--- src/rtl/nn_pkg.sv ---
// rtl/nn_pkg.sv - shared types, default widths and the shift/clamp helper for neuron_mac
package nn_pkg;

  typedef enum logic [1:0] {
    IDLE   = 2'd0,
    ACCUM  = 2'd1,
    FINISH = 2'd2,
    HOLD   = 2'd3
  } mac_state_t;

  localparam int DEF_DATA_W     = 8;
  localparam int DEF_WEIGHT_W   = 8;
  localparam int DEF_OUT_W      = 10;
  localparam int DEF_N_INPUTS   = 16;
  localparam int DEF_FRAC_SHIFT = 4;

  typedef struct packed {
    logic signed [63:0] value;
    logic               clamped;
  } sat_res_t;

  // Operates on a 64-bit sign-extended value so one helper serves any width set.
  function automatic sat_res_t sat_shift(input logic signed [63:0] x,
                                         input int shift,
                                         input int out_w);
    logic signed [63:0] r;
    logic signed [63:0] hi;
    logic signed [63:0] lo;
    sat_res_t res;
    r  = x >>> shift;
    hi = (64'sd1 <<< (out_w - 1)) - 64'sd1;
    lo = -hi - 64'sd1;
    res.value   = r;
    res.clamped = 1'b0;
    if (r > hi) begin
      res.value   = hi;
      res.clamped = 1'b1;
    end else if (r < lo) begin
      res.value   = lo;
      res.clamped = 1'b1;
    end
    return res;
  endfunction

endpackage

--- src/rtl/neuron_mac_if.sv ---
// rtl/neuron_mac_if.sv - beat input stream and result handshake bundle for neuron_mac
interface neuron_mac_if import nn_pkg::*; #(
  parameter int DATA_W   = DEF_DATA_W,
  parameter int WEIGHT_W = DEF_WEIGHT_W,
  parameter int N_INPUTS = DEF_N_INPUTS,
  parameter int ACC_W    = DATA_W + WEIGHT_W + $clog2(N_INPUTS) + 1,
  parameter int OUT_W    = DEF_OUT_W
);
  logic                       in_valid;
  logic                       in_ready;
  logic signed [DATA_W-1:0]   in_data;
  logic signed [WEIGHT_W-1:0] in_weight;
  logic                       in_last;
  logic signed [ACC_W-1:0]    bias;
  logic                       out_valid;
  logic                       out_ready;
  logic signed [OUT_W-1:0]    out_data;
  logic                       act_fn_en;
  logic                       overflow;

  modport master (
    output in_valid, in_data, in_weight, in_last, bias, out_ready,
    input  in_ready, out_valid, out_data, act_fn_en, overflow
  );

  modport slave (
    input  in_valid, in_data, in_weight, in_last, bias, out_ready,
    output in_ready, out_valid, out_data, act_fn_en, overflow
  );
endinterface

--- src/rtl/mac_sat.sv ---
// rtl/mac_sat.sv - combinational arithmetic shift and clamp from IN_W down to OUT_W
module mac_sat import nn_pkg::*; #(
  parameter int IN_W       = 22,
  parameter int OUT_W      = DEF_OUT_W,
  parameter int FRAC_SHIFT = DEF_FRAC_SHIFT
) (
  input  logic signed [IN_W-1:0]  val_i,
  output logic signed [OUT_W-1:0] sat_o,
  output logic                    ovf_o
);
  logic signed [63:0] ext;
  sat_res_t           res;
  logic               unused_hi;

  always_comb begin
    ext = {{(64 - IN_W){val_i[IN_W-1]}}, val_i};
    res = sat_shift(ext, FRAC_SHIFT, OUT_W);
  end

  assign sat_o     = res.value[OUT_W-1:0];
  assign ovf_o     = res.clamped;
  // Clamped value always fits OUT_W; the upper bits are just sign copies.
  assign unused_hi = ^res.value[63:OUT_W];
endmodule

--- src/rtl/neuron_mac.sv ---
// rtl/neuron_mac.sv - signed MAC neuron with shift/saturate output; NEURON_MAC_BIAS_EN enables bias add
module neuron_mac import nn_pkg::*; #(
  parameter int DATA_W     = DEF_DATA_W,
  parameter int WEIGHT_W   = DEF_WEIGHT_W,
  parameter int N_INPUTS   = DEF_N_INPUTS,
  parameter int ACC_W      = DATA_W + WEIGHT_W + $clog2(N_INPUTS) + 1,
  parameter int FRAC_SHIFT = DEF_FRAC_SHIFT,
  parameter int OUT_W      = DEF_OUT_W
) (
  input logic         clk,
  input logic         rst,
  neuron_mac_if.slave bus
);
  localparam int PROD_W = DATA_W + WEIGHT_W;
  localparam int CNT_W  = $clog2(N_INPUTS + 1);

  mac_state_t              state_q, state_d;
  logic signed [ACC_W-1:0] acc_q, acc_d;
  logic [CNT_W-1:0]        cnt_q, cnt_d;
  logic signed [OUT_W-1:0] out_data_q, out_data_d;
  logic                    overflow_q, overflow_d;

  logic signed [PROD_W-1:0] prod;
  logic signed [ACC_W-1:0]  prod_ext;
  logic signed [ACC_W:0]    sum;
  logic signed [OUT_W-1:0]  sat;
  logic                     sat_ovf;
  logic                     in_ready;
  logic                     beat;

  assign prod     = PROD_W'(bus.in_data) * PROD_W'(bus.in_weight);
  assign prod_ext = ACC_W'(prod);

  // One extra bit so acc + bias can never wrap before the shift.
`ifdef NEURON_MAC_BIAS_EN
  assign sum = (ACC_W + 1)'(acc_q) + (ACC_W + 1)'(bus.bias);
`else
  logic unused_bias;
  assign sum         = (ACC_W + 1)'(acc_q);
  assign unused_bias = ^bus.bias;
`endif

  mac_sat #(
    .IN_W      (ACC_W + 1),
    .OUT_W     (OUT_W),
    .FRAC_SHIFT(FRAC_SHIFT)
  ) u_sat (
    .val_i(sum),
    .sat_o(sat),
    .ovf_o(sat_ovf)
  );

  assign in_ready      = (state_q == IDLE) || (state_q == ACCUM);
  assign beat          = bus.in_valid & in_ready;
  assign bus.in_ready  = in_ready;
  assign bus.out_valid = (state_q == HOLD);
  assign bus.act_fn_en = (state_q == HOLD) & bus.out_ready;
  assign bus.out_data  = out_data_q;
  assign bus.overflow  = overflow_q;

  always_comb begin
    state_d    = state_q;
    acc_d      = acc_q;
    cnt_d      = cnt_q;
    out_data_d = out_data_q;
    overflow_d = overflow_q;
    case (state_q)
      IDLE: begin
        if (beat) begin
          acc_d   = prod_ext;
          cnt_d   = CNT_W'(1);
          state_d = bus.in_last ? FINISH : ACCUM;
        end
      end
      ACCUM: begin
        if (beat) begin
          acc_d = acc_q + prod_ext;
          cnt_d = cnt_q + CNT_W'(1);
          if (bus.in_last || (cnt_d == CNT_W'(N_INPUTS))) begin
            state_d = FINISH;
          end
        end
      end
      FINISH: begin
        out_data_d = sat;
        overflow_d = overflow_q | sat_ovf;
        state_d    = HOLD;
      end
      HOLD: begin
        if (bus.out_ready) begin
          acc_d   = '0;
          cnt_d   = '0;
          state_d = IDLE;
        end
      end
      default: state_d = IDLE;
    endcase
  end

  always_ff @(posedge clk) begin
    if (rst) begin
      state_q    <= IDLE;
      acc_q      <= '0;
      cnt_q      <= '0;
      out_data_q <= '0;
      overflow_q <= 1'b0;
    end else begin
      state_q    <= state_d;
      acc_q      <= acc_d;
      cnt_q      <= cnt_d;
      out_data_q <= out_data_d;
      overflow_q <= overflow_d;
    end
  end
endmodule

--- src/flat_wrapper.sv ---
// flat-port wrapper written by rule: the top's interface ports become plain ports
module neuron_mac_flat import nn_pkg::*;
#(
  parameter int DATA_W     = DEF_DATA_W,
  parameter int WEIGHT_W   = DEF_WEIGHT_W,
  parameter int N_INPUTS   = DEF_N_INPUTS,
  parameter int ACC_W      = DATA_W + WEIGHT_W + $clog2(N_INPUTS) + 1,
  parameter int FRAC_SHIFT = DEF_FRAC_SHIFT,
  parameter int OUT_W      = DEF_OUT_W
)
  (clk, rst, bus_in_valid, bus_in_data, bus_in_weight, bus_in_last, bus_bias, bus_out_ready, bus_in_ready, bus_out_valid, bus_out_data, bus_act_fn_en, bus_overflow);
  neuron_mac_if #(.DATA_W(DATA_W), .WEIGHT_W(WEIGHT_W), .N_INPUTS(N_INPUTS), .ACC_W(ACC_W), .OUT_W(OUT_W)) bus_i ();
  input logic clk;
  input logic rst;
  input wire logic [$bits(bus_i.in_valid)-1:0] bus_in_valid;
  input wire logic [$bits(bus_i.in_data)-1:0] bus_in_data;
  input wire logic [$bits(bus_i.in_weight)-1:0] bus_in_weight;
  input wire logic [$bits(bus_i.in_last)-1:0] bus_in_last;
  input wire logic [$bits(bus_i.bias)-1:0] bus_bias;
  input wire logic [$bits(bus_i.out_ready)-1:0] bus_out_ready;
  output wire logic [$bits(bus_i.in_ready)-1:0] bus_in_ready;
  output wire logic [$bits(bus_i.out_valid)-1:0] bus_out_valid;
  output wire logic [$bits(bus_i.out_data)-1:0] bus_out_data;
  output wire logic [$bits(bus_i.act_fn_en)-1:0] bus_act_fn_en;
  output wire logic [$bits(bus_i.overflow)-1:0] bus_overflow;
  assign bus_i.in_valid = bus_in_valid;
  assign bus_i.in_data = bus_in_data;
  assign bus_i.in_weight = bus_in_weight;
  assign bus_i.in_last = bus_in_last;
  assign bus_i.bias = bus_bias;
  assign bus_i.out_ready = bus_out_ready;
  assign bus_in_ready = bus_i.in_ready;
  assign bus_out_valid = bus_i.out_valid;
  assign bus_out_data = bus_i.out_data;
  assign bus_act_fn_en = bus_i.act_fn_en;
  assign bus_overflow = bus_i.overflow;
  neuron_mac #(.DATA_W(DATA_W), .WEIGHT_W(WEIGHT_W), .N_INPUTS(N_INPUTS), .ACC_W(ACC_W), .FRAC_SHIFT(FRAC_SHIFT), .OUT_W(OUT_W)) u_core (.clk(clk), .rst(rst), .bus(bus_i));
endmodule
--- config.mk ---
export PLATFORM = sky130hd
export DESIGN_NAME = neuron_mac_flat
export DESIGN_NICKNAME = d
export VERILOG_FILES = /design/src/rtl/nn_pkg.sv /design/src/rtl/neuron_mac_if.sv /design/src/rtl/mac_sat.sv /design/src/rtl/neuron_mac.sv /design/src/flat_wrapper.sv
export SDC_FILE = /design/constraint.sdc
export NUM_CORES = 1
export LEC_CHECK = 0
export CAP_MARGIN = 20
export CORE_UTILIZATION = 54
export DETAILED_ROUTE_END_ITERATION = 6
export HOLD_SLACK_MARGIN = 0.03
export PLACE_DENSITY = 0.79
export SYNTH_ARGS = -nofsm -noshare
export SYNTH_HDL_FRONTEND = slang
export SYNTH_HIERARCHICAL = 1
export SYNTH_SLANG_ARGS = --single-unit
--- constraint.sdc ---
create_clock -name clk -period 6.2 [get_ports clk]
set_clock_uncertainty 0.05 [all_clocks]
set_input_delay 0.62 -clock clk [delete_from_list [all_inputs] [get_ports clk]]
set_output_delay 0.62 -clock clk [all_outputs]
set_load 0.03 [all_outputs]
* Word-level counts from Yosys, hierarchy flattened
Cells that the tools add are included.
** Storage, ports and cells
- Bits in registers :: 39
- Output and inout port bits :: 14
- Input port bits :: 42
- Word-level logic and storage cells :: 43
** Operators by class
- $add $sub $neg :: 2
- Magnitude comparators :: 2
- Bitwise logic cells :: 3
- Reduce and logical (&&, ||, !) cells :: 6
- Multipliers :: 1
- Muxes and demuxes :: 16
- Equal/unequal tests :: 8
** Operator list (number)
- $mux 21 :: 3
- $pmux 21 s3 :: 1
- $mux 11 :: 2
- $add 21x16->21 :: 1
- $gt 17x10->1 const B :: 1
- $lt 17x10->1 const B :: 1
- $mul 8x8->16 :: 1
- $mux 5 :: 3
- $pmux 5 s3 :: 1
- $mux 2 :: 5
- $pmux 2 s4 :: 1
- $reduce_and 4->1 :: 2
- $add 5x1->5 const B :: 1
- $eq 5x5->1 const B :: 1
- $eq 2x2->1 const B :: 2
- $ne 2x1->1 const B :: 2
- $ne 2x2->1 const B :: 2
- $reduce_bool 3->1 :: 1
- $and 1x1->1 :: 2
- $eq 2x1->1 const B :: 1
- $logic_not 2->1 :: 1
- $logic_or 1x1->1 :: 2
- $or 1x1->1 :: 1

* Longest topological paths before layout
- Word-level depth :: 6
- Depth in mapped cells :: 25
- Gate-level depth less buffers :: 25

* Cells and area by module
Netlist, hierarchy kept.
** Modules (own cells, without submodules)
- neuron_mac :: area each 5340.1 µm², cells an instance 626, times used 1, sequential area each 780.7 µm²
- mac_sat :: area each 207.7 µm², cells an instance 29, times used 1, sequential area each 0.0 µm²

* Least setup slack after synthesis
OpenSTA, ideal clock, no wires.
- Kind :: in2reg
- Start point :: input port bus_in_weight[4]
- End point :: register u_core.acc_q[18]
- Path buffers :: 0
- Setup time :: 0.086 ns
- Arrival :: 5.675 ns
- Stages on the path :: 25
- Required time :: 6.064 ns
- Setup slack :: 0.389 ns
- Path through :: and2_1 > fa_1 > inv_1 > fa_1 > inv_1 > fa_1 > inv_1 > fa_1 > inv_1 > ha_1 > a21oi_2 > o211ai_2 > o211a_1 > o21a_1 > nor2_1 > xnor2_1 > ha_1 > o21ai_0 > o21ai_0 > a21o_1 > a21oi_2 > o21bai_1 > xor2_1 > nand2_1 > a211oi_1
** On the way
- Cells in the longest elaborated chain, start to end :: 4
- Elaborated cells on any way between the ends :: 5
- Those cells by class :: add/sub (1); mul (1); mux (3)
** RTL lines
- start, declared :: RTL line flat_wrapper.sv:17 : input wire logic [$bits(bus_i.in_weight)-1:0] bus_in_weight;
- $mul 8x8->16 (*) :: RTL line neuron_mac.sv:31 : assign prod = PROD_W'(bus.in_data) * PROD_W'(bus.in_weight);
- $add 21x16->21 :: RTL line neuron_mac.sv:77 : acc_d = acc_q + prod_ext;
- $mux 21 :: RTL line neuron_mac.sv:76 : if (beat) begin
- $pmux 21 s3 (*) :: RTL line neuron_mac.sv:67 : case (state_q)
- end signal, assigned :: RTL line neuron_mac.sv:103 : acc_q <= '0;
- end signal, assigned :: RTL line neuron_mac.sv:109 : acc_q <= acc_d;
- end, declared :: RTL line neuron_mac.sv:18 : logic signed [ACC_W-1:0] acc_q, acc_d;
Mark *: on every way between the ends. The rest lies on a longest branch, timed or not. The select of a mux whose other input is x is not followed.
A chain may end at the register's enable or synchronous reset.

* Final worst setup path
- Start point :: input port bus_in_weight[4]
- End point :: register u_core.acc_q[17]
The elaborated chain is that of the path after synthesis.

==> reports/metrics.cfg <==
[critical_path]
critPathRequiredTime_ns=6.36
cp_slowest_cell=fa_1
crit_fanout=4
r2r_start=u_core/acc_q[4]
crit_path_start_kind=primary input
r2r_slack_ns=3.54
max_stage_delay_ns=0.56
reg2regPathDepth=8
arrival_ns=6.22
end_kind=flop
path_class=in -> reg
r2r_end=u_core/acc_q[17]

[clock_network]
hold_buffers=0
h-tree-depth=2
cts_tree=yes
clkSinkCount=39
worstSkewPairLatency_ns=0.29
path_clk_slew_ns=0.08
cts_buffers=5
clock_path_buffers=2
root_buffer=clkbuf_8

[run_status]
status=complete, no violations

[logic_synthesis]
synth_cell_types=67
synth-edff-count=0
synthesis.nets=809
synthArstFlopShare=0
netlist_top_cells_count=105 x inv_1, 56 x fa_1, 56 x ha_1
yosys-top-cells-area=fa_1 20%, dfxtp_1 14%, ha_1 13%, inv_1 7.1%, and2_1 5.2%
ys_ff_latch=39
synth_area_per_cell_um2=8.47
synth_most_common_cell=inv_1
seq_area_frac_synth=0.141
synth_top_area_cell=fa_1
synth_area_um2=5550
yosys_warnings=6
synthCells=655
ys.flop_type=dfxtp_1
synth.top_cell.area_share=0.202

[routing]
firstDrtPassIters=7
drc=0
first_iter_violations=235
ant_nets=0
num_vias=5119
viasPerCell=5.71
wl_mm=14.5
routedWlPerCell_um=16.2

[die]
num_rows=36
initial_core_util=0.562
dieHeight_um=103
io_pins=56
die-area_um2=10700
core_um2=9860
die_w_um=103

[timing]
fin_crit_ns=6.06
slew_headroom=0.503
fmax_mhz=165
tightest_slew_ns=0.745
final_max_slew_viol_count=0
final-hold-violation-count=0
finalSetupViolCount=0
fin_crit_sh=0.977

[global_routing]
antenna_found_initial=0
grt_start_max_net_pins=42
grt_pass1_wl_mm=21.4
grt-ovfl-total=0
grt_pass1_vias=4800
grt.total_usage=0.251

[placed_design]
io_buffers=34
gp_congestion=0.936
hpwl_mm=10.3

[worst_hold_path]
holdPathStages=2
worstHoldPathType=reg -> reg
hold_end=u_core/bus.overflow
hold_start=u_core/bus.overflow

[run]
maxCapViolations=0

[cells_and_area]
fill_cells=673
multi_input_area_um2=4500
diodes=0
utilization=0.714
nets=917
area_delta_synth_final_pct=26.9
drive_gt1_frac=0.219
seq_area_um2=781

cells by family after synthesis:
logic type / synth area share
adder cells (fa/ha/maj): 0.328
XOR/XNOR: 0.0535
flip-flops: 0.141
AO/OA/AOI/OAI: 0.166
AND/OR/NAND/NOR: 0.191
buffers and inverters: 0.0943
multiplexers: 0.0255
worst max-delay path by stage:
stage / depth (start not counted) / endpoint / slack (ns) / from
2_1_floorplan: 25 / u_core/acc_q[18] / 0.39 / bus_in_weight[4]
3_5_place_dp: 26 / u_core/acc_q[16] / -0.41 / bus_in_weight[4]
4_1_cts: 25 / u_core/acc_q[17] / 0.01 / bus_in_weight[4]
3_3_place_gp: 25 / u_core/acc_q[16] / -0.28 / bus_in_data[0]
6_report: 25 / u_core/acc_q[17] / 0.14 / bus_in_weight[4]
5_1_grt: 25 / u_core/acc_q[17] / -0.18 / bus_in_weight[4]
timing repair:
action / in CTS / in global routing
endpoints found under the setup margin: 4 / 11
buffers inserted: 1 / 9
resized for setup: 9 / 75
pin swaps: 8 / 35
layout by cell type (no fill, tap or decap), types with 3 or more instances in the layout:
cell type,n
nor3_2,3
a221oi_1,8
nor3_1,15
nand4_1,4
and2_4,6
xor2_1,5
and2_1,40
a31oi_1,3
o21ai_1,3
a21oi_2,11
nor2_1,51
nand2_2,3
a311oi_2,3
a2bb2oi_1,9
fa_1,55
buf_4,76
mux2i_1,13
buf_6,12
inv_1,103
or3_1,3
dfxtp_1,39
nor2b_1,6
clkdlybuf4s50_1,18
o21a_1,9
nand2_1,31
o21ai_0,14
nand3_1,21
xnor2_1,24
a21o_1,8
dlymetal6s2s_1,16
nand2b_1,3
clkbuf_8,6
ha_4,5
xnor2_2,4
ha_2,4
ha_1,47
a211oi_1,8
a21oi_1,16
state kept, by name, summed over array words and instances (netlist names):
register	count
u_core/acc_q	21
u_core/bus.out_data	10
u_core/bus.overflow	1
u_core/cnt_q	5
u_core/state_q	2
final cells by class:
class                      count  share of cell area
multi-input combinational    490               0.639
timing repair buffer         122               0.154
sequential                    39               0.111
inverter                     105              0.0560
tap                          133              0.0236
clock buffer                   6              0.0117
clock inverter                 2             0.00498
per-layer routing:
metal  up-vias  GRT usage  routed length [um]
li1       2410          -                   -
met1      2466      0.330                5810
met2       197      0.440                7610
met3        46     0.0269                 779
met4         0     0.0628                 343
met5         -          0                   0
worst max-delay path, delay by kind of cell:
family          cells  cell delay [ns]
buf+inv             6             0.55
compound gates      7             1.60
fa+ha+maj           6             2.75
xor+xnor            1             0.22
simple gates        5             0.47
per-stage QoR:
step | cell area, um2 | cells | hold WS [ns] | TNS [ns] | setup WS, ns
2_1_floorplan | 5550 | 655 | 0.410 | 0 | 0.389
3_3_place_gp | 6510 | 879 | 0.403 | -1.51 | -0.281
3_5_place_dp | 6510 | 879 | 0.411 | -2.43 | -0.415
4_1_cts | 6660 | 888 | 0.429 | 0 | 0.0100
5_1_grt | 7040 | 897 | 0.462 | -0.294 | -0.177
6_report | 7040 | 897 | 0.433 | 0 | 0.141
Power is left out: the tool's default activity adds up to more than one toggle a clock period on the data nets, which glitch-free logic cannot reach.
